$ cat src/rtl/store_narrow_writer.sv
// Truncates a 32-bit store value to byte/half/word and writes it little-endian, one byte per beat.
// Latency: N beats for N bytes, done one cycle after the last beat, req_ready one cycle after that.
// Backpressure: a beat holds address/data/strobe until mem_ack; requests are taken only when idle.
module store_narrow_writer #(
   parameter int ADDR_W = 32
) (
   input  logic              clk,
   input  logic              rst,
   input  logic              req_valid,
   output logic              req_ready,
   input  logic [ADDR_W-1:0] req_addr,
   input  logic [31:0]       req_data,
   input  logic [1:0]        req_size,
   input  logic              sign_ext,
   output logic              mem_we,
   output logic [ADDR_W-1:0] mem_addr,
   output logic [7:0]        mem_wdata,
   input  logic              mem_ack,
   output logic              done,
   output logic              range_ok,
   output logic              misalign_err
);

   localparam logic [1:0] S_IDLE   = 2'd0;
   localparam logic [1:0] S_WRITE  = 2'd1;
   localparam logic [1:0] S_FINISH = 2'd2;

   localparam logic [1:0] SZ_BYTE = 2'b00;
   localparam logic [1:0] SZ_HALF = 2'b01;
   localparam logic [1:0] SZ_WORD = 2'b10;

   logic [1:0]        state;
   logic [ADDR_W-1:0] base;
   logic [31:0]       data;
   logic [1:0]        idx;
   logic [1:0]        last;
   logic              ok_r;
   logic              err_r;

   logic              req_bad;
   logic              req_ok;
   logic [1:0]        req_last;

   // Classify the incoming request: alignment error, beat count and truncation losslessness
   always_comb begin
      req_bad  = 1'b0;
      req_ok   = 1'b1;
      req_last = 2'd0;
      case (req_size)
         SZ_BYTE: begin
            req_last = 2'd0;
            req_ok   = sign_ext ? ((&req_data[31:7]) | ~(|req_data[31:7]))
                                : ~(|req_data[31:8]);
         end
         SZ_HALF: begin
            req_last = 2'd1;
            req_bad  = req_addr[0];
            req_ok   = sign_ext ? ((&req_data[31:15]) | ~(|req_data[31:15]))
                                : ~(|req_data[31:16]);
         end
         SZ_WORD: begin
            req_last = 2'd3;
            req_bad  = |req_addr[1:0];
            req_ok   = 1'b1;
         end
         default: begin
            req_bad  = 1'b1;
            req_ok   = 1'b0;
         end
      endcase
   end

   // Control FSM: accept in IDLE, stream bytes in WRITE, report status for one cycle in FINISH
   always_ff @(posedge clk or posedge rst) begin
      if (rst) begin
         state <= S_IDLE;
         base  <= '0;
         data  <= '0;
         idx   <= 2'd0;
         last  <= 2'd0;
         ok_r  <= 1'b0;
         err_r <= 1'b0;
      end else begin
         case (state)
            S_IDLE: begin
               if (req_valid) begin
                  if (req_bad) begin
                     err_r <= 1'b1;
                     ok_r  <= 1'b0;
                     state <= S_FINISH;
                  end else begin
                     base  <= req_addr;
                     data  <= req_data;
                     idx   <= 2'd0;
                     last  <= req_last;
                     ok_r  <= req_ok;
                     err_r <= 1'b0;
                     state <= S_WRITE;
                  end
               end
            end
            S_WRITE: begin
               if (mem_ack) begin
                  if (idx == last) begin
                     state <= S_FINISH;
                  end else begin
                     idx <= idx + 2'd1;
                  end
               end
            end
            S_FINISH: begin
               state <= S_IDLE;
            end
            default: begin
               state <= S_IDLE;
            end
         endcase
      end
   end

   // Outputs decoded purely from registered state; address wraps naturally at 2^ADDR_W
   always_comb begin
      req_ready    = (state == S_IDLE);
      mem_we       = (state == S_WRITE);
      done         = (state == S_FINISH);
      range_ok     = done & ok_r;
      misalign_err = done & err_r;
      mem_addr     = '0;
      mem_wdata    = 8'h00;
      if (state == S_WRITE) begin
         mem_addr = base + ADDR_W'(idx);
         case (idx)
            2'd0:    mem_wdata = data[7:0];
            2'd1:    mem_wdata = data[15:8];
            2'd2:    mem_wdata = data[23:16];
            default: mem_wdata = data[31:24];
         endcase
      end
   end

endmodule

$ cat config.mk
export PLATFORM = sky130hd
export DESIGN_NAME = store_narrow_writer
export DESIGN_NICKNAME = d
export VERILOG_FILES = /design/src/rtl/store_narrow_writer.sv
export SDC_FILE = /design/constraint.sdc
export NUM_CORES = 1
export LEC_CHECK = 0
export ABC_AREA = 1
export BUFFER_PORTS_ARGS = -buffer_cell sky130_fd_sc_hd__buf_2
export CAP_MARGIN = 10
export CELL_PAD_IN_SITES_DETAIL_PLACEMENT = 0
export CELL_PAD_IN_SITES_GLOBAL_PLACEMENT = 1
export CORE_MARGIN = 2
export CORE_UTILIZATION = 38
export CTS_CLUSTER_DIAMETER = 150
export DETAILED_ROUTE_END_ITERATION = 7
export HOLD_SLACK_MARGIN = 0.06
export PLACE_DENSITY_LB_ADDON = 0.08
export RECOVER_POWER = 25
export REMOVE_ABC_BUFFERS = 1
export SYNTH_ARGS = -nofsm -noshare
export SYNTH_HDL_FRONTEND = slang
export SYNTH_SLANG_ARGS = --single-unit
$ cat constraint.sdc
create_clock -name clk -period 2.07 [get_ports clk]
set_clock_uncertainty 0.05 [all_clocks]
set_input_delay 0 -clock clk [delete_from_list [all_inputs] [get_ports clk]]
set_output_delay 0 -clock clk [all_outputs]
set_load 0.02 [all_outputs]
==> impl_metrics.json, run 1 <==
{
  "slowest_stage": "dfrtp_1",
  "power_mw": 7.41,
  "hold_slack_ns": 0.0649,
  "hpwl_um": 10200,
  "finalNetCount": 937,
  "ys_seq_elements": 72,
  "syn_inst": 667,
  "setup_viol": 10,
  "grt_pass1_wl_um": 23200,
  "area_growth_syn_to_layout_pct": 44.9,
  "crit_fanout": 5,
  "tightest_slew_ns": 0.949,
  "htree_levels": 3,
  "violations": "negative setup slack",
  "min_from": "req_valid",
  "path_clk_slew_ns": 0.06,
  "vdd_ir_drop_max_v": 0.000472,
  "worst_slack_ns": -0.0725,
  "syn-cell-area_mm2": 0.00456,
  "final_cells": 1003,
  "seqPwrFrac_pct": 35.7,
  "hold_class": "in -> reg",
  "drive_gt1_share_pct": 24.9,
  "root_buffer": "clkbuf_16",
  "dpl.cell_count": 909,
  "status": "complete, but fails checks",
  "timing.final.crit_share_pct": 104,
  "p_leak_nw": 3.18,
  "final_max_slew_viol_count": 0,
  "grtUsageTotal_pct": 22.8,
  "final_util_pct": 57.1,
  "period_minus_slack_ns": 2.14,
  "grt_max_degree": 75,
  "ys_warn_count": 0,
  "crit_path_start": "base[0]$_DFFE_PP0P_",
  "gp_congestion": 0.871,
  "grt_pass1_vias": 4933,
  "vias": 4891,
  "clock_path_buffers": 2,
  "final_cell_mix": "nand2_1, buf_2, nor2_1, dfrtp_1, dlygate4sd3_1",
  "numPortBuffers": 115,
  "routedWlPerCell_um": 14.4,
  "hold_viol_final": 0,
  "drtAntennaViolNets": 0,
  "switching_power_mw": 3.16,
  "final_common_cell": "nand2_1",
  "detail_route.iter0.violations": 197,
  "drtPass1Iterations": 4,
  "sw_frac_of_total_pct": 42.6,
  "antenna_cells": 0,
  "path_cells": "ha_4 > fa_2 > nand3_4 > inv_4 > nand2_4 > inv_4 > nand3_2 > nand2_1 > nor2_1 > buf_4",
  "end_kind": "output port",
  "required_ns": 2.02,
  "synth.distinct_cells": 37,
  "p_comb_share_pct": 43.2,
  "synth-seq-area-share_pct": 39.5,
  "reg2reg_from": "state[0]$_DFFE_PP0P_",
  "max_stage_delay_ns": 0.41,
  "die-area_mm2": 0.0129,
  "die_h_um": 113,
  "core_area_mm2": 0.0116,
  "vias_per_cell": 4.88,
  "cts_buffers": 9,
  "drc": 0,
  "setup_tns_ns": -0.340,
  "setup.worst_path.start_class": "flop",
  "fmax_mhz": 467,
  "p_int_mw": 4.25,
  "crit_top_cell": "inv_4",
  "path_class": "reg -> out",
  "die_x_um": 113,
  "antenna_found_initial": 0,
  "gr-total-overflow": 0,
  "cts_tree": "done",
  "clock_power_share_pct": 21.1,
  "cts.sinks": 72,
  "num_io_pins": 116,
  "drv_cap": 0,
  "wirelength_um": 14400,
  "avgSynthCellArea_um2": 6.83,
  "timing.slew.headroom_pct": 36.7,
  "start_util_pct": 39.4,
  "p_per_area_mw_per_mm2": 1120,
  "rows": 39,
  "cp.arrival_ns": 2.09,
  "insertion_delay_ns": 0.33,
  "rsz0062_at_grt": "yes",
  "num-fill-cells": 1131
}
[synth_stat cells, drive strengths merged]
cell type / number / share of area (%)
o21ai: 62 / 6.8
ha: 10 / 2.7
o21a: 1 / 0.16
buf: 20 / 3.1
a31oi: 8 / 1.1
inv: 70 / 5.8
a31o: 1 / 0.19
nor2b: 1 / 0.14
dfrtp: 72 / 40
nand3: 20 / 2.3
xor2: 10 / 1.9
a211oi: 1 / 0.16
a21oi: 15 / 2.0
nor2: 101 / 8.8
fa: 1 / 0.44
clkbuf: 2 / 0.19
nand2: 235 / 20
and3: 1 / 0.14
or2: 1 / 0.14
nor3b: 1 / 0.16
nand4: 9 / 1.2
nor3: 21 / 2.6
o211ai: 1 / 0.16
xnor2: 3 / 0.58
[power groups by stage]
stage	logic [mW]	registers, mW	clock network (mW)
5_1_grt	3.59	2.74	1.67
6_report	3.20	2.64	1.57
3_5_place_dp	2.78	2.63	0
4_1_cts	3.06	2.63	1.60
2_1_floorplan	1.91	2.48	0
3_3_place_gp	2.73	2.63	0
[metrics by stage]
stage          setup WS (ns)  area [um2]
4_1_cts              -0.0800        6400
5_1_grt               -0.145        6600
3_3_place_gp           0.160        5230
2_1_floorplan         -0.471        4400
3_5_place_dp           0.107        5230
6_report             -0.0725        6600
[flip-flops by register name, summed over array words and instances (netlist names)]
| register | flops |
|---|---|
| last | 2 |
| idx | 2 |
| state | 2 |
| err_r | 1 |
| base | 32 |
| ok_r | 1 |
| data | 32 |
[final cells by class]
class	count	area [um2]	area share, %
clock inverter	6	58.8	0.891
inverter	70	269	4.08
timing repair buffer	199	1460	22.1
clock buffer	10	239	3.62
sequential	72	1800	27.3
multi-input combinational	503	2590	39.2
tap	143	179	2.71
[repair_timing]
action                     4_1_cts  5_1_grt
pin swaps                       14       11
gates resized for setup         41       49
buffers inserted                 8        2
hold buffers                    68        0
cloned                           0        0
hold endpoints to repair        88        0
setup endpoints to repair       24       33
[worst max-delay path: cells and delay by family (launching register included)]
family	cells	cell delay, ns
buffers and inverters	3	0.27
flip-flops	1	0.41
adder cells (fa/ha/maj)	2	0.58
AND/OR/NAND/NOR	5	0.49
[layer usage]
metal | share of wire [%] | vias to the layer above | global-route usage (%) | wire, um
li1 | - | 2476 | - | -
met1 | 42 | 2265 | 26.9 | 6080
met5 | 0 | - | 0 | 0
met3 | 3.0 | 21 | 2.23 | 432
met4 | 2.5 | 0 | 9.11 | 356
met2 | 52 | 129 | 42.4 | 7560
[cells by family after synthesis]
family	share of synthesized area, %
AND/OR/NAND/NOR	35.1
flip-flops	39.5
XOR/XNOR	2.50
adder cells (fa/ha/maj)	3.19
AO/OA/AOI/OAI	10.6
buffers and inverters	9.09
[worst paths after layout]
path,to,slack [ns],depth (start not counted)
worst max-delay path,mem_addr[24],-0.07,10
worst min-delay path,state[1]$_DFFE_PP0P_,0.06,5
worst max register to register,data[10]$_DFFE_PP0P_,0.28,6
worst min register to register,data[0]$_DFFE_PP0P_,0.42,2
max in group asynchronous,data[10]$_DFFE_PP0P_,0.27,4
min in group asynchronous,base[20]$_DFFE_PP0P_,0.37,3
Power figures use the tool's default switching activity.
==> run 2: changes to the inputs <==
--- a/config.mk
+++ b/config.mk
@@ -5,19 +5,19 @@
 export SDC_FILE = /design/constraint.sdc
 export NUM_CORES = 1
 export LEC_CHECK = 0
-export ABC_AREA = 1
 export BUFFER_PORTS_ARGS = -buffer_cell sky130_fd_sc_hd__buf_2
 export CAP_MARGIN = 10
 export CELL_PAD_IN_SITES_DETAIL_PLACEMENT = 0
 export CELL_PAD_IN_SITES_GLOBAL_PLACEMENT = 1
 export CORE_MARGIN = 2
-export CORE_UTILIZATION = 38
+export CORE_UTILIZATION = 37
 export CTS_CLUSTER_DIAMETER = 150
 export DETAILED_ROUTE_END_ITERATION = 7
 export HOLD_SLACK_MARGIN = 0.06
 export PLACE_DENSITY_LB_ADDON = 0.08
 export RECOVER_POWER = 25
 export REMOVE_ABC_BUFFERS = 1
+export SKIP_CTS_REPAIR_TIMING = 1
 export SYNTH_ARGS = -nofsm -noshare
 export SYNTH_HDL_FRONTEND = slang
 export SYNTH_SLANG_ARGS = --single-unit
==> impl_metrics.json, run 2 <==
{
  "status": "complete, but fails checks",
  "violations": "negative setup slack",
  "routedWlPerCell_um": 13.8,
  "num-fill-cells": 1010,
  "synth_most_common_cell": "nand2_1",
  "p_per_area_mw_per_mm2": 1170,
  "drtAntennaViolNets": 0,
  "p_leak_nw": 3.03,
  "start_util_pct": 38.4,
  "avgSynthCellArea_um2": 7.82,
  "ys_warn_count": 0,
  "clock_power_share_pct": 14.8,
  "gr-total-overflow": 0,
  "end_kind": "output port",
  "clock_path_buffers": 2,
  "die_h_um": 108,
  "path_clk_slew_ns": 0.07,
  "met3_length_um": 484,
  "yosysTopAreaCellShare_pct": 45.2,
  "top_layer": "met4",
  "switching_power_mw": 3.02,
  "pre_cts_ws_ns": 0.155,
  "synthFlopType": "dfrtp_1",
  "hold_path_end": "last[0]$_DFFE_PP0P_",
  "ff_latch_area_mm2": 0.00181,
  "vdd_ir_drop_max_v": 0.000594,
  "final_common_cell": "nand2_1",
  "reg2reg_slack_ns": 0.28,
  "async_flop_share_pct": 100,
  "hpwl_um": 8240,
  "p_int_mw": 4.05,
  "antenna_found_initial": 0,
  "yosys-top-cells-count": "nand2_1, dfrtp_1, nor2_1",
  "setup_viol": 18,
  "gp_congestion": 0.860,
  "area_growth_syn_to_layout_pct": 51.4,
  "core_area_mm2": 0.0104,
  "cts.sinks": 72,
  "final_cell_mix": "nand2_1, buf_2, dlygate4sd3_1, dfrtp_1, nor2_1",
  "sw_frac_of_total_pct": 42.7,
  "grt_pass1_wl_um": 17700,
  "drv_cap": 0,
  "p_comb_share_pct": 47.5,
  "min_from": "req_size[1]",
  "final_util_pct": 58.2,
  "root_buffer": "clkbuf_8",
  "r2r-end": "data[7]$_DFFE_PP0P_",
  "reg2reg_depth": 6,
  "grtUsageTotal_pct": 19.4,
  "multiInputGateArea_mm2": 0.00224,
  "drtPass1Iterations": 5,
  "worstHoldPathCells": 5,
  "rows": 37,
  "die-area_mm2": 0.0116,
  "htree_levels": 3,
  "antenna_cells": 0,
  "drive_gt1_share_pct": 28.5,
  "seqPwrFrac_pct": 37.6,
  "timing.slew.headroom_pct": 39.9,
  "cp.arrival_ns": 2.14,
  "final_max_slew_viol_count": 0,
  "syn_inst": 510,
  "tightest_slew_ns": 0.900,
  "setup.worst_path.start_class": "flop",
  "synth.distinct_cells": 39,
  "insertion_delay_ns": 0.33,
  "vias": 4113,
  "hold_slack_ns": 0.0633,
  "vias_per_cell": 4.82,
  "synth_area_leaders": "dfrtp_1, nand2_1, xor2_1",
  "num_io_pins": 116,
  "top_regs": "base (32), data (32)",
  "syn-cell-area_mm2": 0.00399,
  "finalNetCount": 794,
  "path_class": "reg -> out",
  "wl_met2_um": 5590,
  "timing.final.crit_share_pct": 106,
  "reg2reg_from": "state[0]$_DFFE_PP0P_",
  "synth-seq-area-share_pct": 45.2,
  "detail_route.iter0.violations": 160,
  "drc": 0,
  "numPortBuffers": 115,
  "worst_slack_ns": -0.118,
  "period_minus_slack_ns": 2.19,
  "grt_pass1_vias": 3635,
  "crit_fanout": 3,
  "hold_class": "in -> reg",
  "hold_viol_final": 0,
  "fmax_mhz": 457,
  "ys_seq_elements": 72,
  "drt-met1-wl_um": 5540,
  "synth-edff-count": 0,
  "synth_top_area_cell": "dfrtp_1",
  "die_x_um": 108,
  "rsz0062_at_grt": "yes",
  "cts_buffers": 9,
  "cts_tree": "done",
  "grt_max_degree": 63,
  "required_ns": 2.02,
  "wirelength_um": 11800
}
[run 2: changes by cell type after synthesis, sizes merged, moves of 14 or more]
| cell | previous run | this run |
|---|---|---|
| o21ai | 62 | 8 |
| nand2 | 235 | 212 |
| buf | 20 | 6 |
| xor2 | 10 | 24 |
| nor3 | 21 | 6 |
| inv | 70 | 8 |
| clkbuf | 2 | 18 |
| nor2 | 101 | 51 |
[run 2: per-layer routing]
metal  vias to the layer above  track usage (%)
li1                       2075                -
met5                         -                0
met2                       114             30.4
met1                      1910             27.1
met4                         0             6.68
met3                        14             3.27
[run 2: worst max path at each step]
stage	depth (start not counted)	to	from	slack (ns)
2_1_floorplan	5	ok_r$_DFFE_PP0P_	state[0]$_DFFE_PP0P_	-1.30
4_1_cts	7	mem_addr[31]	idx[1]$_DFFE_PP0P_	-0.22
6_report	8	mem_addr[30]	idx[0]$_DFFE_PP0P_	-0.12
3_3_place_gp	9	mem_addr[10]	base[0]$_DFFE_PP0P_	0.19
5_1_grt	8	mem_addr[30]	idx[0]$_DFFE_PP0P_	-0.25
3_5_place_dp	7	mem_addr[31]	idx[1]$_DFFE_PP0P_	0.16
[run 2: logic make-up after synthesis]
kind of cell / after synthesis / share of synthesized area, %
buf+inv: 32 / 3.04
xor+xnor: 28 / 6.15
compound gates: 39 / 6.43
fa+ha+maj: 11 / 3.64
simple gates: 326 / 35.0
mux: 2 / 0.534
flops: 72 / 45.2
[run 2: through the flow]
step	cell area (um2)	total power [mW]	TNS, ns	cells
2_1_floorplan	3890	4.45	-82.06	486
3_3_place_gp	4790	5.42	0	753
3_5_place_dp	4790	5.49	0	753
4_1_cts	4980	6.55	-4.57	769
5_1_grt	6040	7.65	-4.26	853
6_report	6040	7.06	-1.22	853
[run 2: layout make-up]
| type | count | area share, % |
|---|---|---|
| tap | 136 | 2.82 |
| multi-input combinational | 406 | 37.2 |
| sequential | 72 | 29.9 |
| timing repair buffer | 215 | 26.5 |
| clock inverter | 3 | 0.249 |
| clock buffer | 13 | 2.80 |
| inverter | 8 | 0.539 |
[run 2: power by group through the flow]
stage / logic [mW] / clock network (mW) / registers [mW]
3_5_place_dp: 2.83 / 0 / 2.66
5_1_grt: 3.76 / 1.14 / 2.76
3_3_place_gp: 2.79 / 0 / 2.64
6_report: 3.36 / 1.05 / 2.66
2_1_floorplan: 1.93 / 0 / 2.52
4_1_cts: 2.84 / 1.08 / 2.63
[run 2: worst max-delay path: stages (launching register included)]
cell and delay [ns]:
dfrtp_1 0.37, ha_2 0.22, fa_2 0.25, nand3_4 0.11
nor2_4 0.11, nand2_1 0.08, or3_1 0.35, a21oi_1 0.15
buf_4 0.16
